--- src/rtl/stopwatch_pkg.sv ---
// Shared types for the stopwatch: controller states, seconds modulus, BCD digit.
package stopwatch_pkg;
  typedef enum logic [1:0] {
    ST_RUN    = 2'd0,
    ST_PAUSED = 2'd1,
    ST_ADJUST = 2'd2
  } sw_state_t;

  localparam int SEC_MAX = 59;

  typedef logic [3:0] bcd_t;
endpackage

--- src/rtl/stopwatch_if.sv ---
// Control/display bundle of the stopwatch. master = driver of ticks and
// buttons, slave = the counter block producing digits and status.
interface stopwatch_if;
  import stopwatch_pkg::*;

  logic tick_1hz;
  logic tick_2hz;
  logic pause_pulse;
  logic adj;
  logic sel;
  bcd_t min_tens;
  bcd_t min_ones;
  bcd_t sec_tens;
  bcd_t sec_ones;
  logic blink_min;
  logic blink_sec;
  logic paused;
  logic rollover;

  modport master (
    output tick_1hz, tick_2hz, pause_pulse, adj, sel,
    input  min_tens, min_ones, sec_tens, sec_ones,
    input  blink_min, blink_sec, paused, rollover
  );

  modport slave (
    input  tick_1hz, tick_2hz, pause_pulse, adj, sel,
    output min_tens, min_ones, sec_tens, sec_ones,
    output blink_min, blink_sec, paused, rollover
  );
endinterface

--- src/rtl/bcd_mod_counter.sv ---
// Two-digit BCD counter counting 0..MAX and wrapping to 0.
// carry is combinational: high when an increment is wrapping the counter.
module bcd_mod_counter
  import stopwatch_pkg::*;
#(
  parameter int MAX = 59
) (
  input  logic clk,
  input  logic rst_n,
  input  logic inc,
  input  logic clr,
  output bcd_t tens,
  output bcd_t ones,
  output logic at_max,
  output logic carry
);
  localparam bcd_t MAX_T = bcd_t'(MAX / 10);
  localparam bcd_t MAX_O = bcd_t'(MAX % 10);

  assign at_max = (tens == MAX_T) && (ones == MAX_O);
  assign carry  = inc && at_max;

  // Digit registers: wrap at MAX, otherwise decimal increment of the ones digit.
  always_ff @(posedge clk or negedge rst_n) begin
    if (!rst_n) begin
      tens <= '0;
      ones <= '0;
    end else if (clr) begin
      tens <= '0;
      ones <= '0;
    end else if (inc) begin
      if (at_max) begin
        tens <= '0;
        ones <= '0;
      end else if (ones == 4'd9) begin
        tens <= tens + 4'd1;
        ones <= '0;
      end else begin
        ones <= ones + 4'd1;
      end
    end
  end
endmodule

--- src/rtl/stopwatch_counter.sv ---
// MM:SS stopwatch with RUN / PAUSED / ADJUST control.
// Build option: STOPWATCH_SATURATE_EN -- when defined, the RUN count holds at
// MAX_MIN:59 instead of wrapping to 00:00, and rollover marks the arrival there.
module stopwatch_counter
  import stopwatch_pkg::*;
#(
  parameter int MAX_MIN = 99
) (
  input  logic clk,
  input  logic rst_n,
  stopwatch_if.slave sw
);
  sw_state_t state_q, state_d;
  logic      pause_flag_q, pause_flag_d;
  logic      rollover_q, rollover_d;

  bcd_t sec_tens, sec_ones, min_tens, min_ones;
  logic sec_at_max, sec_carry, min_at_max, min_carry;
  logic run_tick, adj_tick, terminal;
  logic sec_inc, min_inc;

  // Controller: adj always wins; otherwise pause requests flip RUN/PAUSED and
  // leaving ADJUST returns to whichever side the pause flag remembers.
  always_comb begin
    state_d      = state_q;
    pause_flag_d = pause_flag_q ^ sw.pause_pulse;
    if (sw.adj) begin
      state_d = ST_ADJUST;
    end else begin
      case (state_q)
        ST_RUN:    if (sw.pause_pulse) state_d = ST_PAUSED;
        ST_PAUSED: if (sw.pause_pulse) state_d = ST_RUN;
        ST_ADJUST: state_d = pause_flag_d ? ST_PAUSED : ST_RUN;
        default:   state_d = ST_RUN;
      endcase
    end
  end

  // Controller state and remembered pause choice.
  always_ff @(posedge clk or negedge rst_n) begin
    if (!rst_n) begin
      state_q      <= ST_RUN;
      pause_flag_q <= 1'b0;
    end else begin
      state_q      <= state_d;
      pause_flag_q <= pause_flag_d;
    end
  end

  assign run_tick = (state_q == ST_RUN) && sw.tick_1hz;
  assign adj_tick = (state_q == ST_ADJUST) && sw.tick_2hz;
  assign terminal = sec_at_max && min_at_max;

  // Increment enables. In ADJUST only the selected field moves and the seconds
  // carry is masked so fields stay independent.
`ifdef STOPWATCH_SATURATE_EN
  always_comb begin
    sec_inc    = (run_tick && !terminal) || (adj_tick && sw.sel);
    min_inc    = (run_tick && !terminal && sec_carry) || (adj_tick && !sw.sel);
    rollover_d = run_tick && min_at_max && (sec_tens == 4'd5) && (sec_ones == 4'd8);
  end
`else
  always_comb begin
    sec_inc    = run_tick || (adj_tick && sw.sel);
    min_inc    = (run_tick && sec_carry) || (adj_tick && !sw.sel);
    rollover_d = run_tick && min_carry;
  end
`endif

  bcd_mod_counter #(.MAX(SEC_MAX)) u_sec (
    .clk    (clk),
    .rst_n  (rst_n),
    .inc    (sec_inc),
    .clr    (1'b0),
    .tens   (sec_tens),
    .ones   (sec_ones),
    .at_max (sec_at_max),
    .carry  (sec_carry)
  );

  bcd_mod_counter #(.MAX(MAX_MIN)) u_min (
    .clk    (clk),
    .rst_n  (rst_n),
    .inc    (min_inc),
    .clr    (1'b0),
    .tens   (min_tens),
    .ones   (min_ones),
    .at_max (min_at_max),
    .carry  (min_carry)
  );

  // Rollover pulse lines up with the cycle the new digits are shown.
  always_ff @(posedge clk or negedge rst_n) begin
    if (!rst_n) rollover_q <= 1'b0;
    else        rollover_q <= rollover_d;
  end

  assign sw.sec_tens  = sec_tens;
  assign sw.sec_ones  = sec_ones;
  assign sw.min_tens  = min_tens;
  assign sw.min_ones  = min_ones;
  assign sw.rollover  = rollover_q;
  assign sw.paused    = (state_q == ST_PAUSED);
  assign sw.blink_min = (state_q == ST_ADJUST) && !sw.sel;
  assign sw.blink_sec = (state_q == ST_ADJUST) && sw.sel;
endmodule

--- src/flat_wrapper.sv ---
// flat-port wrapper written by rule: the top's interface ports become plain ports
module stopwatch_counter_flat import stopwatch_pkg::*;
#(
  parameter int MAX_MIN = 99
)
  (clk, rst_n, sw_tick_1hz, sw_tick_2hz, sw_pause_pulse, sw_adj, sw_sel, sw_min_tens, sw_min_ones, sw_sec_tens, sw_sec_ones, sw_blink_min, sw_blink_sec, sw_paused, sw_rollover);
  stopwatch_if sw_i ();
  input  logic clk;
  input  logic rst_n;
  input wire logic [$bits(sw_i.tick_1hz)-1:0] sw_tick_1hz;
  input wire logic [$bits(sw_i.tick_2hz)-1:0] sw_tick_2hz;
  input wire logic [$bits(sw_i.pause_pulse)-1:0] sw_pause_pulse;
  input wire logic [$bits(sw_i.adj)-1:0] sw_adj;
  input wire logic [$bits(sw_i.sel)-1:0] sw_sel;
  output wire logic [$bits(sw_i.min_tens)-1:0] sw_min_tens;
  output wire logic [$bits(sw_i.min_ones)-1:0] sw_min_ones;
  output wire logic [$bits(sw_i.sec_tens)-1:0] sw_sec_tens;
  output wire logic [$bits(sw_i.sec_ones)-1:0] sw_sec_ones;
  output wire logic [$bits(sw_i.blink_min)-1:0] sw_blink_min;
  output wire logic [$bits(sw_i.blink_sec)-1:0] sw_blink_sec;
  output wire logic [$bits(sw_i.paused)-1:0] sw_paused;
  output wire logic [$bits(sw_i.rollover)-1:0] sw_rollover;
  assign sw_i.tick_1hz = sw_tick_1hz;
  assign sw_i.tick_2hz = sw_tick_2hz;
  assign sw_i.pause_pulse = sw_pause_pulse;
  assign sw_i.adj = sw_adj;
  assign sw_i.sel = sw_sel;
  assign sw_min_tens = sw_i.min_tens;
  assign sw_min_ones = sw_i.min_ones;
  assign sw_sec_tens = sw_i.sec_tens;
  assign sw_sec_ones = sw_i.sec_ones;
  assign sw_blink_min = sw_i.blink_min;
  assign sw_blink_sec = sw_i.blink_sec;
  assign sw_paused = sw_i.paused;
  assign sw_rollover = sw_i.rollover;
  stopwatch_counter #(.MAX_MIN(MAX_MIN)) u_core (.clk(clk), .rst_n(rst_n), .sw(sw_i));
endmodule
--- config.mk ---
export PLATFORM = sky130hd
export DESIGN_NAME = stopwatch_counter_flat
export DESIGN_NICKNAME = d
export VERILOG_FILES = /design/src/rtl/stopwatch_pkg.sv /design/src/rtl/stopwatch_if.sv /design/src/rtl/bcd_mod_counter.sv /design/src/rtl/stopwatch_counter.sv /design/src/flat_wrapper.sv
export SDC_FILE = /design/constraint.sdc
export NUM_CORES = 1
export LEC_CHECK = 0
export CORE_MARGIN = 2
export CORE_UTILIZATION = 24
export CTS_CLUSTER_DIAMETER = 50
export DETAILED_ROUTE_END_ITERATION = 7
export GPL_TIMING_DRIVEN = 0
export PLACE_DENSITY_LB_ADDON = 0.1
export SLEW_MARGIN = 20
export SYNTH_ARGS = -nofsm -noshare
export SYNTH_HDL_FRONTEND = slang
export SYNTH_SLANG_ARGS = --single-unit
--- constraint.sdc ---
create_clock -name clk -period 2.1 [get_ports clk]
set_input_delay 0.525 -clock clk [delete_from_list [all_inputs] [get_ports clk]]
set_output_delay 0.525 -clock clk [all_outputs]
set_load 0.05 [all_outputs]
======== Word level (Yosys, flattened, before mapping) ========
Index checks and enable logic that the tools add are counted.
word-level totals
  register bits ........................... 20
  bits in latches ......................... 0
  bits in writable memories ............... 0
  bits in read-only memories .............. 0
  output and inout bits ................... 20
  logic and storage cells ................. 54
  memories ................................ 0
cells by class
  add/subtract/negate cells ............... 4
  $mul .................................... 0
  div/mod/pow operators ................... 0
  order comparisons ....................... 0
  eq/ne operators ......................... 8
  shifts and indexed selects .............. 0
  mux-type cells .......................... 13
  bitwise operators ....................... 1
  reduce and logical (&&, ||, !) cells .... 21
operator list
  kind                   count
  $mux W4                8
  $add A4 B1 Y4 const B  4
  $eq A4 B4 Y1 const B   3
  $logic_and A1 B1 Y1    12
  $mux W2                3
  $ne A3 B3 Y1 const B   2
  $pmux W2 S3            1
  $reduce_and A2 Y1      3
  $eq A4 B3 Y1 const B   1
  $reduce_bool A2 Y1     2
  $eq A2 B1 Y1 const B   1
  $eq A2 B2 Y1 const B   1
  $logic_not A2 Y1       1
  $logic_or A1 B1 Y1     2
  $logic_not A1 Y1       1
  $mux W1                1
  $xor A1 B1 Y1          1

======== Depth between registers and ports, before layout ========
  word-level depth ........................ 9
  depth in mapped cells ................... 7

======== Hierarchy ========
Synthesis repeated with hierarchy kept, for this count alone.
unflattened totals
  cells, all modules ...................... 123
  area total of the unflattened synthesis .. 1218.7 µm²
by module, submodules not included
  module                          times used  cells each  area an instance (µm²)  seq. area each (µm²)
  bcd_mod_counter (u_core.u_min)  1           49          498.0                   200.2
  bcd_mod_counter (u_core.u_sec)  1           49          490.5                   200.2
  stopwatch_counter               1           25          230.2                   100.1

======== Least setup slack after synthesis ========
No wires, ideal clock.
  path kind ............................... reg2reg
  start point ............................. register u_core.u_sec.ones[0]
  end point ............................... register u_core.u_min.ones[2]
  library setup time ...................... 0.125 ns
  arrival time ............................ 2.103 ns
  data required time ...................... 1.975 ns
  path slack .............................. -0.127 ns
  cell stages (with the launch flop) ...... 7
  cells stage by stage .................... dfrtp_1 > ha_1 > nand3b_1 > o41a_1 > buf_6 > and2b_1 > mux2_2
between the ends
  cells in the longest elaborated chain, start to end .. 5
RTL lines
  what                    line                     text
  from (decl)             bcd_mod_counter.sv:13    output bcd_t ones,
  from (signal assigned)  bcd_mod_counter.sv:39    ones <= ones + 4'd1;
  $eq A4 B4 Y1            bcd_mod_counter.sv:20    assign at_max = (tens == MAX_T) && (ones == MAX_O);
  $logic_and A1 B1 Y1     bcd_mod_counter.sv:20
  $logic_and A1 B1 Y1     bcd_mod_counter.sv:21    assign carry = inc && at_max;
  $logic_and A1 B1 Y1     stopwatch_counter.sv:65  min_inc = (run_tick && sec_carry) || (adj_tick && !sw.sel);
  $logic_or A1 B1 Y1      stopwatch_counter.sv:65
  to (signal assigned)    bcd_mod_counter.sv:39
  to (decl)               bcd_mod_counter.sv:13
Every way passes these cells.
A chain may end at the register's enable or synchronous reset.

======== Final worst setup path ========
  start point ............................. input port sw_sel
  end point ............................... output port sw_blink_min
between the ends
  cells in the longest elaborated chain, start to end .. 2
RTL lines
  what                 line                      text
  from (decl)          flat_wrapper.sv:14        input wire logic [$bits(sw_i.sel)-1:0] sw_sel;
  $logic_not A1 Y1     stopwatch_counter.sv:104  assign sw.blink_min = (state_q == ST_ADJUST) && !sw.sel;
  $logic_and A1 B1 Y1  stopwatch_counter.sv:104
  to (decl)            flat_wrapper.sv:19        output wire logic [$bits(sw_i.blink_min)-1:0] sw_blink_min;
Every way passes these cells.

==> metrics.yaml <==
whs_endpoint: "u_core.pause_flag_q$_DFF_PN0_"
drtPass1Iterations: 2
syn_nets: 129
grt_pass1_vias: 859
root_buffer: "clkbuf_8"
yosysMostFrequentCell: "dfrtp_1"
clock_skew_ns: 0.000463
worst_skew_pair.late_latency_ns: 0.26
critical_path_required_ns: 1.57
final_layout_size_suffix_gt1_share_pct: 19.4
cts_made_buffers: 3
synth.area.mux_share_pct: 10.4
p_leak_nw: 0.822
yosysWarnings: 0
yosysUniqueCellTypes: 38
synth_ff_type: "dfrtp_1"
end_kind: "output port"
port_buffers: 26
antenna_cells: 0
min_period_over_period_pct: 98.5
yosysSeqAreaShare_pct: 41.9
hold_depth: 1
async_flop_share_pct: 100
powerDensity_nw_per_um2: 1430
max_freq_ghz: 0.483
wl_mm: 2.48
period_needed_ns: 2.07
dieArea_um2: 5550
grt_pass1_wl_mm: 4.09
setup_viol: 0
fin_ws_ns: 0.0314
min-delay-path-class: "reg2reg"
grtUsageMet3_pct: 3.52
yosys_register_bits: 20
rsz0062_at_grt: "false"
clockBufferDepth: 2
synth_top_area_share_pct: 41.9
synth_edf_count: 0
reg2reg_from: "u_core.u_sec.ones[1]$_DFFE_PN0P_"
gp_congestion: 0.765
hpwlAfterDp_mm: 1.81
status: "finished clean"
grt_max_degree: 21
syn_area_um2: 1190
drv_cap: 0
rr_worst_depth: 7
yosysTopAreaCell: "dfrtp_1"
yosys.area_share.simple_pct: 21.4
crit_arrival_ns: 1.54
cp_max_fo: 4
drt_iter0_drc: 20
relSlewSlack_pct: 36.0
dieWidth_um: 74.5
finalSetupTns_ns: 0
slowest_stage: "clkdlybuf4s50_1"
vdd_drop_max_mv: 0.601
antenna_found_initial: 0
synth_compound_area_share_pct: 12.3
placementRows: 25
wl_per_cell_um: 11.7
worst-r2r-setup-slack_ns: 0.09
startpoint: "sw_sel"
fp.dieH_um: 74.5
worst-slew-pin-transition_ns: 0.957
busiest_layer: "met2"
grt_overflow_total: 0
r2r-end: "u_core.u_min.ones[2]$_DFFE_PN0P_"
pin_count: 27
synthXorXnorAreaFrac_pct: 1.47
startpoint_type: "primary input"
grtUsageMet2_pct: 14.7
vias: 939
clkTransAtPathRegs_ns: 0.08
syn-mean-instance-area_um2: 10.5
core_area_um2: 4750
drc_errors: 0
cts_tree: "yes"
power.total_w: 0.00231
syn2layout_area_growth_pct: 34.9
synthAdderAreaFrac_pct: 8.39
ys_top_cells_by_count: "dfrtp_1 (20), nor2_1 (10), ha_1 (8), nand2_1 (8)"
slowest_delay_ns: 0.46
placed_cells_incl_taps: 207
grtUsageMet1_pct: 13.3
grt_use_total_pct: 9.66
netlist_top_cells_area: "dfrtp_1 (42%), ha_1 (8.4%), mux2_2 (6.6%), mux2_4 (3.8%), nor2_1 (3.1%)"
crit_chain: "clkdlybuf4s50_1, nor3b_2, clkdlybuf4s18_2"
final_cells: 211
layout.nets: 160
hold_start: "u_core.pause_flag_q$_DFF_PN0_"
place_ws_ns: -0.458
drv_slew: 0
htree_levels: 1
hold_viol_final: 0
viasPerCell: 4.45
start_util_pct: 25.1
clock_sinks: 20
critPathKind: "in2out"
synth_top_family_by_area: "simple AND/OR/NAND/NOR gates"
synthCells: 114
ant_nets: 0
postCtsSetupBuffers: 0
[metal layers]
layer,wire length (um),up-vias
met5,0,-
met1,1150,465
met2,1190,16
met3,116,2
met4,24,0
li1,-,456
[flip-flops by register name, indices dropped and copies added (netlist names)]
name	cells
u_core.pause_flag_q	1
u_core.state_q	2
u_core.sw.rollover	1
u_core.u_min.ones	4
u_core.u_min.tens	4
u_core.u_sec.ones	4
u_core.u_sec.tens	4
[stage by stage]
step	hold slack [ns]	util, %	area [um2]
2_1_floorplan	0.229	-	1200
3_3_place_gp	0.464	32.5	1540
3_5_place_dp	0.468	32.5	1540
4_1_cts	0.479	33.5	1590
5_1_grt	0.514	33.9	1610
6_report	0.477	33.9	1610
[critical path, delay by kind of cell]
kind | cells | cell delay, ns
buffers and inverters | 2 | 0.84
and+or+nand+nor | 1 | 0.17
[report_power, final]
part | leakage, nW | internal [W] | switching, W
clock | 0.0288 | 0.000167 | 0.000133
combinational | 0.546 | 0.000491 | 0.000786
sequential | 0.248 | 0.000531 | 0.000198
total | 0.822 | 0.00119 | 0.00112
[worst max path at each step]
stage,cells past startpoint,slack (ns),end
2_1_floorplan,7,-0.04,u_core.u_min.ones[2]$_DFFE_PN0P_
3_3_place_gp,3,-0.45,sw_blink_sec
3_5_place_dp,3,-0.46,sw_blink_sec
4_1_cts,1,0.01,sw_min_ones[0]
5_1_grt,3,0.004,sw_blink_min
6_report,3,0.03,sw_blink_min
[placed cells by master (no fill, tap or decap), types with 2 or more instances in the layout]
| master | count |
|---|---|
| o211ai_1 | 2 |
| mux2_4 | 3 |
| buf_2 | 2 |
| mux2_2 | 7 |
| clkbuf_8 | 4 |
| and3b_1 | 2 |
| clkbuf_1 | 2 |
| inv_1 | 7 |
| dfrtp_1 | 18 |
| nand2_1 | 8 |
| nor2b_1 | 3 |
| and3_1 | 3 |
| nand3b_1 | 2 |
| o31ai_1 | 2 |
| dlymetal6s2s_1 | 8 |
| dfrtp_2 | 2 |
| clkdlybuf4s50_1 | 13 |
| ha_1 | 7 |
| dlygate4sd2_1 | 2 |
| nand2b_1 | 2 |
| nand3_1 | 5 |
| nor2_1 | 10 |
| a21oi_1 | 7 |
[final cells by class]
cell class              instances  area [um2]
plain buffers                   4        23.8
inverters                       7        26.3
flip-flops and latches         20         503
repair buffers                 26         268
clock buffers                   4        55.1
fillers                       499        3140
multi-input cells              83         651
well taps                      67        83.8
[kinds of logic (layout without fill, tap and decap cells)]
kind of cell / count (synthesis) / count (layout)
simple gates: 43 / 43
compound gates: 20 / 20
flops: 20 / 20
buf+inv: 11 / 41
mux: 10 / 10
fa+ha+maj: 8 / 8
xor+xnor: 2 / 2
[timing repair]
item,CTS,global route
endpoints found under the setup margin,5,11
gates resized for setup,11,13
endpoints found under the hold margin,0,0
hold buffers,0,0
No activity file was read; power rests on OpenSTA's default activity.
